--- src/rtl/harmonic_dds_gen.sv ---
// harmonic_dds_gen: DDS source built from a fundamental plus harmonics 2..5.
// One sine LUT and one multiplier are shared across the five harmonics
// inside each SAMPLE_DIV-cycle sample period. The result is written as
// offset binary for a DAC. Configuration is double-buffered so that it
// only ever changes on a sample boundary.
module harmonic_dds_gen #(
  parameter int PHASE_W    = 24,
  parameter int AMP_W      = 8,
  parameter int DAC_W      = 10,
  parameter int SAMPLE_DIV = 10,
  parameter int SCALE_SH   = 6
) (
  input  logic                 clk_1m,
  input  logic                 rst_n,
  input  logic                 enable,
  input  logic                 cfg_valid,
  output logic                 cfg_ready,
  input  logic [PHASE_W-1:0]   cfg_fword,
  input  logic [5*AMP_W-1:0]   cfg_amp,
  output logic [DAC_W-1:0]     dac_data,
  output logic                 dac_valid,
  output logic                 cycle_start,
  output logic                 busy
);

  localparam int CNT_W  = $clog2(SAMPLE_DIV);
  localparam int PROD_W = 8 + AMP_W;
  localparam int ACC_W  = PROD_W + 4;
  localparam logic signed [ACC_W-1:0] S_MAX = ACC_W'((1 << (DAC_W - 1)) - 1);
  localparam logic signed [ACC_W-1:0] S_MIN = ACC_W'(-(1 << (DAC_W - 1)));
  localparam logic [DAC_W-1:0] DAC_MID = {1'b1, {(DAC_W-1){1'b0}}};

  logic [CNT_W-1:0]         cnt;
  logic                     at_start, at_out, acc_en;
  logic                     pending;
  logic [PHASE_W-1:0]       fword_sh, fword;
  logic [5*AMP_W-1:0]       amp_sh, amp;
  logic [PHASE_W-1:0]       phase_acc, harm_ph;
  logic [7:0]               lut_addr;
  logic signed [7:0]        lut_q;
  logic [AMP_W-1:0]         amp_sel;
  logic signed [PROD_W-1:0] prod;
  logic signed [ACC_W-1:0]  acc, scaled;
  logic [DAC_W-1:0]         clamped, dac_next;
  logic                     wrap_flag, start_flag;

  // Quarter-wave magnitude table: round(127*sin(2*pi*i/256)) for i = 0..64.
  function automatic logic [6:0] quarter_sine(input logic [6:0] i);
    case (i)
      7'd0:  return 7'd0;   7'd1:  return 7'd3;   7'd2:  return 7'd6;   7'd3:  return 7'd9;   7'd4:  return 7'd12;
      7'd5:  return 7'd16;  7'd6:  return 7'd19;  7'd7:  return 7'd22;  7'd8:  return 7'd25;  7'd9:  return 7'd28;
      7'd10: return 7'd31;  7'd11: return 7'd34;  7'd12: return 7'd37;  7'd13: return 7'd40;  7'd14: return 7'd43;
      7'd15: return 7'd46;  7'd16: return 7'd49;  7'd17: return 7'd51;  7'd18: return 7'd54;  7'd19: return 7'd57;
      7'd20: return 7'd60;  7'd21: return 7'd63;  7'd22: return 7'd65;  7'd23: return 7'd68;  7'd24: return 7'd71;
      7'd25: return 7'd73;  7'd26: return 7'd76;  7'd27: return 7'd78;  7'd28: return 7'd81;  7'd29: return 7'd83;
      7'd30: return 7'd85;  7'd31: return 7'd88;  7'd32: return 7'd90;  7'd33: return 7'd92;  7'd34: return 7'd94;
      7'd35: return 7'd96;  7'd36: return 7'd98;  7'd37: return 7'd100; 7'd38: return 7'd102; 7'd39: return 7'd104;
      7'd40: return 7'd106; 7'd41: return 7'd107; 7'd42: return 7'd109; 7'd43: return 7'd111; 7'd44: return 7'd112;
      7'd45: return 7'd113; 7'd46: return 7'd115; 7'd47: return 7'd116; 7'd48: return 7'd117; 7'd49: return 7'd118;
      7'd50: return 7'd120; 7'd51: return 7'd121; 7'd52: return 7'd122; 7'd53: return 7'd122; 7'd54: return 7'd123;
      7'd55: return 7'd124; 7'd56: return 7'd125; 7'd57: return 7'd125; 7'd58: return 7'd126; 7'd59: return 7'd126;
      7'd60: return 7'd126; 7'd61: return 7'd127; 7'd62: return 7'd127; 7'd63: return 7'd127; 7'd64: return 7'd127;
      default: return 7'd0;
    endcase
  endfunction

  // Full 256-point signed sine built from the quarter table by symmetry.
  function automatic logic signed [7:0] sine_lut(input logic [7:0] a);
    logic [6:0] idx;
    logic [7:0] mag;
    idx = a[6] ? 7'(7'd64 - {1'b0, a[5:0]}) : {1'b0, a[5:0]};
    mag = {1'b0, quarter_sine(idx)};
    return a[7] ? -$signed(mag) : $signed(mag);
  endfunction

  assign at_start  = (cnt == '0);
  assign at_out    = (cnt == CNT_W'(7));
  assign acc_en    = (cnt >= CNT_W'(2)) && (cnt <= CNT_W'(6));
  assign cfg_ready = !pending;

  // Free-running slot counter that paces one output sample per wrap.
  always_ff @(posedge clk_1m or negedge rst_n) begin
    if (!rst_n)                             cnt <= '0;
    else if (cnt == CNT_W'(SAMPLE_DIV - 1)) cnt <= '0;
    else                                    cnt <= cnt + CNT_W'(1);
  end

  // Shadow capture on handshake; promotion to active only on a sample boundary.
  always_ff @(posedge clk_1m or negedge rst_n) begin
    if (!rst_n) begin
      pending  <= 1'b0;
      fword_sh <= '0;
      amp_sh   <= '0;
      fword    <= '0;
      amp      <= '0;
    end else begin
      if (cfg_valid && cfg_ready) begin
        fword_sh <= cfg_fword;
        amp_sh   <= cfg_amp;
      end
      if (at_start && pending) begin
        fword   <= fword_sh;
        amp     <= amp_sh;
        pending <= 1'b0;
      end else if (cfg_valid && cfg_ready) begin
        pending <= 1'b1;
      end
    end
  end

  // Harmonic phase for slot k is k*phase (mod 2^PHASE_W); its top 8 bits address the LUT.
  always_comb begin
    harm_ph  = phase_acc * PHASE_W'(cnt);
    lut_addr = 8'(harm_ph >> (PHASE_W - 8));
  end

  // Registered LUT read: the value looked up in slot k is consumed in slot k+1.
  always_ff @(posedge clk_1m or negedge rst_n) begin
    if (!rst_n) lut_q <= '0;
    else        lut_q <= sine_lut(lut_addr);
  end

  // Pick the amplitude that matches the sine sample currently held in lut_q.
  always_comb begin
    amp_sel = '0;
    for (int k = 0; k < 5; k++)
      if (cnt == CNT_W'(k + 2)) amp_sel = amp[k*AMP_W +: AMP_W];
    prod = PROD_W'(lut_q) * $signed({{(PROD_W-AMP_W){1'b0}}, amp_sel});
  end

  // Harmonic sum, cleared at the start of every sample.
  always_ff @(posedge clk_1m or negedge rst_n) begin
    if (!rst_n)        acc <= '0;
    else if (at_start) acc <= '0;
    else if (acc_en)   acc <= acc + ACC_W'(prod);
  end

  // Scale with floor shift, saturate to DAC range and convert to offset binary.
  always_comb begin
    scaled = acc >>> SCALE_SH;
    if (scaled > S_MAX)      clamped = {1'b0, {(DAC_W-1){1'b1}}};
    else if (scaled < S_MIN) clamped = {1'b1, {(DAC_W-1){1'b0}}};
    else                     clamped = DAC_W'(scaled);
    dac_next = {~clamped[DAC_W-1], clamped[DAC_W-2:0]};
  end

  // Sample-boundary control: enable sampling, phase advance and output update.
  always_ff @(posedge clk_1m or negedge rst_n) begin
    if (!rst_n) begin
      phase_acc  <= '0;
      busy       <= 1'b0;
      wrap_flag  <= 1'b0;
      start_flag <= 1'b0;
      dac_data   <= DAC_MID;
    end else begin
      if (at_start) begin
        if (enable) begin
          start_flag <= (phase_acc == '0) && (wrap_flag || !busy);
          busy       <= 1'b1;
        end else begin
          start_flag <= 1'b0;
          busy       <= 1'b0;
          wrap_flag  <= 1'b0;
          phase_acc  <= '0;
        end
      end
      if (at_out) begin
        if (busy) begin
          dac_data               <= dac_next;
          {wrap_flag, phase_acc} <= {1'b0, phase_acc} + {1'b0, fword};
        end else begin
          dac_data <= DAC_MID;
        end
      end
    end
  end

  // One-cycle strobes that accompany the freshly written sample.
  always_ff @(posedge clk_1m or negedge rst_n) begin
    if (!rst_n) begin
      dac_valid   <= 1'b0;
      cycle_start <= 1'b0;
    end else begin
      dac_valid   <= at_out;
      cycle_start <= at_out && busy && start_flag;
    end
  end

endmodule

--- config.mk ---
export PLATFORM = sky130hd
export DESIGN_NAME = harmonic_dds_gen
export DESIGN_NICKNAME = d
export VERILOG_FILES = /design/src/rtl/harmonic_dds_gen.sv
export SDC_FILE = /design/constraint.sdc
export NUM_CORES = 1
export LEC_CHECK = 0
export CAP_MARGIN = 20
export CORE_MARGIN = 4
export CORE_UTILIZATION = 35
export DETAILED_ROUTE_END_ITERATION = 8
export HOLD_SLACK_MARGIN = 0.08
export PLACE_DENSITY_LB_ADDON = 0.25
export SYNTH_ARGS = -nofsm -noshare
export SYNTH_HDL_FRONTEND = slang
export SYNTH_SLANG_ARGS = --single-unit
--- constraint.sdc ---
create_clock -name clk_1m -period 9.9 [get_ports clk_1m]
set_clock_uncertainty 0.05 [all_clocks]
set_input_delay 2.475 -clock clk_1m [delete_from_list [all_inputs] [get_ports clk_1m]]
set_output_delay 2.475 -clock clk_1m [all_outputs]
set_load 0.05 [all_outputs]
==> run metrics, run 1 <==
Die H 216.1 um; Crit path required time 10.19 ns; first-pass GRT wire length 59550 um; critical setup path kind reg -> reg; post-DP HPWL 27550 um; # setup viols final 0; I/O Pins 82; port bufs 81; TritonCTS Sinks 200; minimum clock period 8.413 ns; Initial DRT Pass Iterations 5; initial antenna violation count 1; RSZ-0062 raised after global routing false; Max FO, Critical Path 15; post-CTS sizing 0; Syn. warnings 0; Worst-Margin Slew 1.033 ns; Synth async-reset ratio 100.0%; grt total ovfl 0; die area 46680 um2; hold_ws 0.4205 ns; CTS Hold Bufs 0; first-iteration detailed-routing DRC count 513; Synth area leaders dfrtp_1, fa_1, mux2_2; final period utilization 84.98%; CP Capture Type register; residual DRC count 0; Worst VDD drop 255.5 uV; average size of a mapped cell 9.818 um2; Num CTS Buffers 17; Max Buffers Root-to-Sink 2; number of flops mapped to enable cells by yosys 0; leakage power 7.701 nW; via count 11340; DP Worst Slack 1.231 ns; crit path DAT 8.71 ns; sequential share of the synthesized area 33.04%; final total power 5.929 mW; CTS tree done; Slew HR 31.09%; GRT Resource Usage Total 15.52%; clk_lat worst skew 0.46 ns; unique cell type count in the Yosys netlist 84; # H-tree levels 4; TNS Setup 0 ns; Syn Std Cell Area 15150 um2; core area 42320 um2; postcts setup bufs 0; fmax 118.9 MHz; Avg WL per Cell 16.39 um; vias in the first global route 11317; Synth top area share 32.87%; CP max-delay cell nor3b_1; clk slew on worst S/H paths 0.08 ns; Cell Count Post-Placement 2160; Fin. Hold Viols 0; final antenna-violating net count 0; CP dominant cell by count a21oi_1; width of the die 216.1 um; commonest cells after routing, fill and taps aside dfrtp_1, nand2_1, inv_1; Max Slew Vio Count 0; GPL Wtd Cong 0.8564; post-synthesis cell count 1543; Synth area leader dfrtp_1; run status finished clean; Critical Path Source Type register; max-cap violation count 0; Clock Tree Root clkbuf_16; largest net degree at the start of global routing 80; Seq cells post-synth 200; nets 1863; Top FF cell, synth dfrtp_1; via density per instance 5.171; most common cell after layout, fill and taps aside dfrtp_1; Syn Nets 1803; Total Wirelength 35940 um; crit path setup slack, layout 1.487 ns; PwrDens 345.9 nW/um2; Layout area overhead 13.12%; post-route insts no fill 2193; Antenna diodes 0; CP max stage delay 0.72 ns; Starting Density 35.80%; row count 75; Worst Hold Class reg -> reg; layout cells sized above 1 13.74%; fillcell total 4177
==> report_power, final <==
| group | switching (mW) | internal (mW) |
|---|---|---|
| Sequential | 0.230 | 1.04 |
| Clock | 0.346 | 0.332 |
| Combinational | 2.39 | 1.59 |
| Total | 2.97 | 2.96 |
==> synthesized netlist by cell type, types with 12 or more instances <==
cell and n:
dfrtp_1 199, nand2_1 178, inv_1 142, mux2_2 139, ha_1 113, o21ai_0 89
fa_1 79, a21oi_1 74, and2_1 74, nor2_1 64, clkbuf_1 41, xnor2_1 38
o31ai_1 20, a21o_1 19, xor2_1 18, nor3_1 17, nand3_1 16, nand2b_1 12
==> registers in the layout, summed over array words and instances, names as in the netlist, 4 cells and up <==
name,count
lut_q,8
dac_data,10
fword_sh,24
phase_acc,24
cnt,4
amp,40
amp_sh,40
fword,24
acc,20
==> layer usage <==
metal / GRT usage (%) / routed length (um) / vias up
met2: 24.03 / 16220 / 193
met3: 2.857 / 1417 / 40
met4: 4.352 / 708 / 0
met1: 22.39 / 17600 / 5618
met5: 0 / 0 / -
li1: - / - / 5489
==> worst max-delay path, delay by kind of cell, from the launching register on <==
family,cells,cell delay (ns)
simple gates,4,1.16
flops,1,0.52
buf+inv,5,0.48
fa+ha+maj,6,2.78
xor+xnor,1,0.59
compound gates,14,2.73
==> through the flow <==
step / utilization, % / area (um2)
after floorplan: - / 15150
after global placement: 39.14 / 16560
after detailed placement: 39.14 / 16560
after CTS: 40.46 / 17130
after global routing: 40.49 / 17140
final: 40.49 / 17140
==> final timing paths <==
check | start | end | slack (ns) | cells past startpoint
min in group asynchronous | rst_n | dac_data[0] | 1.94 | 1
max in group asynchronous | rst_n | fword[15] | 6.46 | 2
setup reg to reg | cnt[1] | acc[18] | 1.49 | 30
setup / recovery | cnt[1] | acc[18] | 1.49 | 30
hold reg to reg | dac_data[6] | dac_data[6] | 0.42 | 2
hold / removal | dac_data[6] | dac_data[6] | 0.42 | 2
==> cells by family (layout without fill, tap and decap cells) <==
| kind of cell | count (synthesis) | after routing | synth area share (%) |
|---|---|---|---|
| AOI/OAI and AO/OA | 324 | 324 | 14.24 |
| DFF | 200 | 200 | 33.04 |
| and+or+nand+nor | 434 | 434 | 14.11 |
| muxes | 144 | 144 | 10.69 |
| buffers and inverters | 193 | 266 | 4.906 |
| adders and majority gates | 192 | 192 | 19.77 |
| xor gates and xnor gates | 56 | 56 | 3.238 |
==> final cells by class <==
class / instances / area [um2] / share of cell area, %
multi-input combinational: 1150 / 9413 / 54.92
sequential: 200 / 5006 / 29.21
timing repair buffer: 92 / 902.1 / 5.264
tap: 577 / 721.9 / 4.213
inverter: 142 / 533.0 / 3.110
clock buffer: 17 / 425.4 / 2.482
clock inverter: 15 / 136.4 / 0.7958
No activity file was read; power rests on OpenSTA's default activity.
==> inputs of run 2 (changes only) <==
clock period = 8.4 ns   (was 9.9 ns; I/O delays follow)
==> run 2 against run 1 <==
  * Via count fell by 1.0%
  * Critical path depth did not move
  * Maximum frequency rose by 10%
  * Die area did not move
  * Non-clock buffer count rose by 5
  * Global-route usage fell by 0.42 points
  * Critical path type unchanged
==> run metrics, run 2 (synthesis results as in run 1) <==
CP Capture Type register (unchanged); initial antenna violation count 1 (unchanged); Cell Count Post-Placement 2166 (was 2160); CP max-delay cell fa_1 (was nor3b_1); via density per instance 5.107 (was 5.171); Worst VDD drop 396.4 uV (was 255.5 uV); Total Wirelength 35210 um (was 35940 um); Num CTS Buffers 17 (unchanged); PwrDens 407.2 nW/um2 (was 345.9 nW/um2); CTS tree done (unchanged); nets 1868 (was 1863); crit path setup slack, layout 0.7594 ns (was 1.487 ns); # setup viols final 0 (unchanged); Die H 216.1 um (unchanged); core area 42320 um2 (unchanged); GPL Wtd Cong 0.8470 (was 0.8564); minimum clock period 7.641 ns (was 8.413 ns); layout cells sized above 1 14.13% (was 13.74%); via count 11225 (was 11340); fmax 130.9 MHz (was 118.9 MHz); RSZ-0062 raised after global routing false (unchanged); Max FO, Critical Path 10 (was 15); vias in the first global route 11369 (was 11317); number of cells on the worst reg-to-reg path 30 (unchanged); row count 75 (unchanged); Worst Hold Class reg -> reg (unchanged); hold depth 2 (unchanged); Largest regs amp x40, amp_sh x40 (unchanged); hold path start dac_data[0] (was dac_data[6]); Starting Density 35.80% (unchanged); most common cell after layout, fill and taps aside dfrtp_1 (unchanged); Worst-Margin Slew 1.095 ns (was 1.033 ns); Max Slew Vio Count 0 (unchanged); hold endpoint dac_data[0] (was dac_data[6]); largest net degree at the start of global routing 166 (was 80); TNS Setup 0 ns (unchanged); storage element area 5007 um2 (was 5006 um2); Layout area overhead 13.87% (was 13.12%); final period utilization 90.96% (was 84.98%); FF-to-FF End acc[18] (unchanged); first-iteration detailed-routing DRC count 615 (was 513); Initial DRT Pass Iterations 5 (unchanged); post-DP HPWL 27140 um (was 27550 um); die area 46680 um2 (unchanged); critical setup path kind reg -> reg (unchanged); post-route insts no fill 2198 (was 2193); leakage power 7.752 nW (was 7.701 nW); Max Buffers Root-to-Sink 2 (unchanged); width of the die 216.1 um (unchanged); Slew HR 27.01% (was 31.09%); run status finished clean (unchanged); DP Worst Slack 0.5787 ns (was 1.231 ns); clk slew on worst S/H paths 0.08 ns (about the same); Antenna diodes 0 (unchanged); grt total ovfl 0 (unchanged); GRT Resource Usage Total 15.10% (was 15.52%); commonest cells after routing, fill and taps aside dfrtp_1, nand2_1, inv_1 (unchanged); Critical Path Source Type register (unchanged); postcts setup bufs 0 (unchanged); first-pass GRT wire length 58370 um (was 59550 um); Fin. Hold Viols 0 (unchanged); Avg WL per Cell 16.02 um (was 16.39 um); residual DRC count 0 (unchanged); hold_ws 0.4222 ns (was 0.4205 ns); port bufs 81 (unchanged); # H-tree levels 4 (unchanged); crit path DAT 7.94 ns (was 8.71 ns); r2r setup slk 0.76 ns (was 1.49 ns); fillcell total 4161 (was 4177); TritonCTS Sinks 200 (unchanged); CTS Hold Bufs 0 (unchanged); Multi-input gate area 9417 um2 (was 9413 um2); Worst R2R Start cnt[3] (was cnt[1]); max-cap violation count 0 (unchanged); final total power 7.024 mW (was 5.929 mW); clk_lat worst skew 0.46 ns (about the same); Clock Tree Root clkbuf_16 (unchanged); Crit path required time 8.70 ns (was 10.19 ns); final antenna-violating net count 0 (unchanged); CP max stage delay 0.56 ns (was 0.72 ns); CP dominant cell by count a21oi_1 (unchanged); I/O Pins 82 (unchanged)
## run 2: cell types whose count changed in the layout (fill, tap and decap cells not counted), sizes merged
cell	before	now
buf	10	16
dlymetal6s2s	1	0
bufinv	0	1
clkinvlp	2	1
clkinv	6	5
clkbuf	18	19
## run 2: per-stage QoR
step / area, um2 / utilization (%)
5_1_grt: 17250 / 40.76
3_5_place_dp: 16620 / 39.27
2_1_floorplan: 15150 / -
3_3_place_gp: 16620 / 39.27
6_report: 17250 / 40.76
4_1_cts: 17250 / 40.75
## run 2: area by class of cell
cell class,count,share of cell area [%]
clock buffers,18,2.488
clock inverters,14,1.131
inverters,142,3.090
multi-input cells,1150,54.59
flip-flops and latches,200,29.03
well taps,577,4.185
repair buffers,97,5.491
## run 2: worst max path at each step
stage	endpoint	cells past startpoint	start	slack (ns)
3_3_place_gp	acc[18]	30	cnt[0]	0.79
6_report	acc[18]	30	cnt[3]	0.76
4_1_cts	acc[18]	30	cnt[0]	0.53
5_1_grt	acc[18]	30	cnt[3]	0.03
2_1_floorplan	acc[18]	31	cnt[0]	0.73
3_5_place_dp	acc[18]	30	cnt[0]	0.58
## run 2: critical path: cells and delay by family, from the launching register on
kind | cells | cell delay (ns)
AOI/OAI and AO/OA | 13 | 2.53
xor gates and xnor gates | 1 | 0.14
adders and majority gates | 6 | 2.76
buffers and inverters | 6 | 0.60
DFF | 1 | 0.38
and+or+nand+nor | 4 | 1.08
## run 2: report_power, final
group	switching [mW]	internal (mW)	total, mW	leakage [nW]
clock network	0.431	0.434	0.866	0.298
logic	2.78	1.88	4.67	5.09
registers	0.267	1.22	1.49	2.37
## run 2: what timing repair did
item	4_1_cts	5_1_grt
resized for setup	0	2
endpoints found under the setup margin	0	3
hold endpoints to repair	0	0
## run 2: metal layers
| layer | up-vias | share of wire (%) | wire [um] | global-route usage (%) |
|---|---|---|---|---|
| met5 | - | 0 | 0 | 0 |
| met4 | 0 | 1.2 | 434 | 3.712 |
| met3 | 32 | 2.5 | 897 | 2.101 |
| met2 | 148 | 46 | 16130 | 24.18 |
| met1 | 5557 | 50 | 17740 | 21.75 |
| li1 | 5488 | - | - | - |
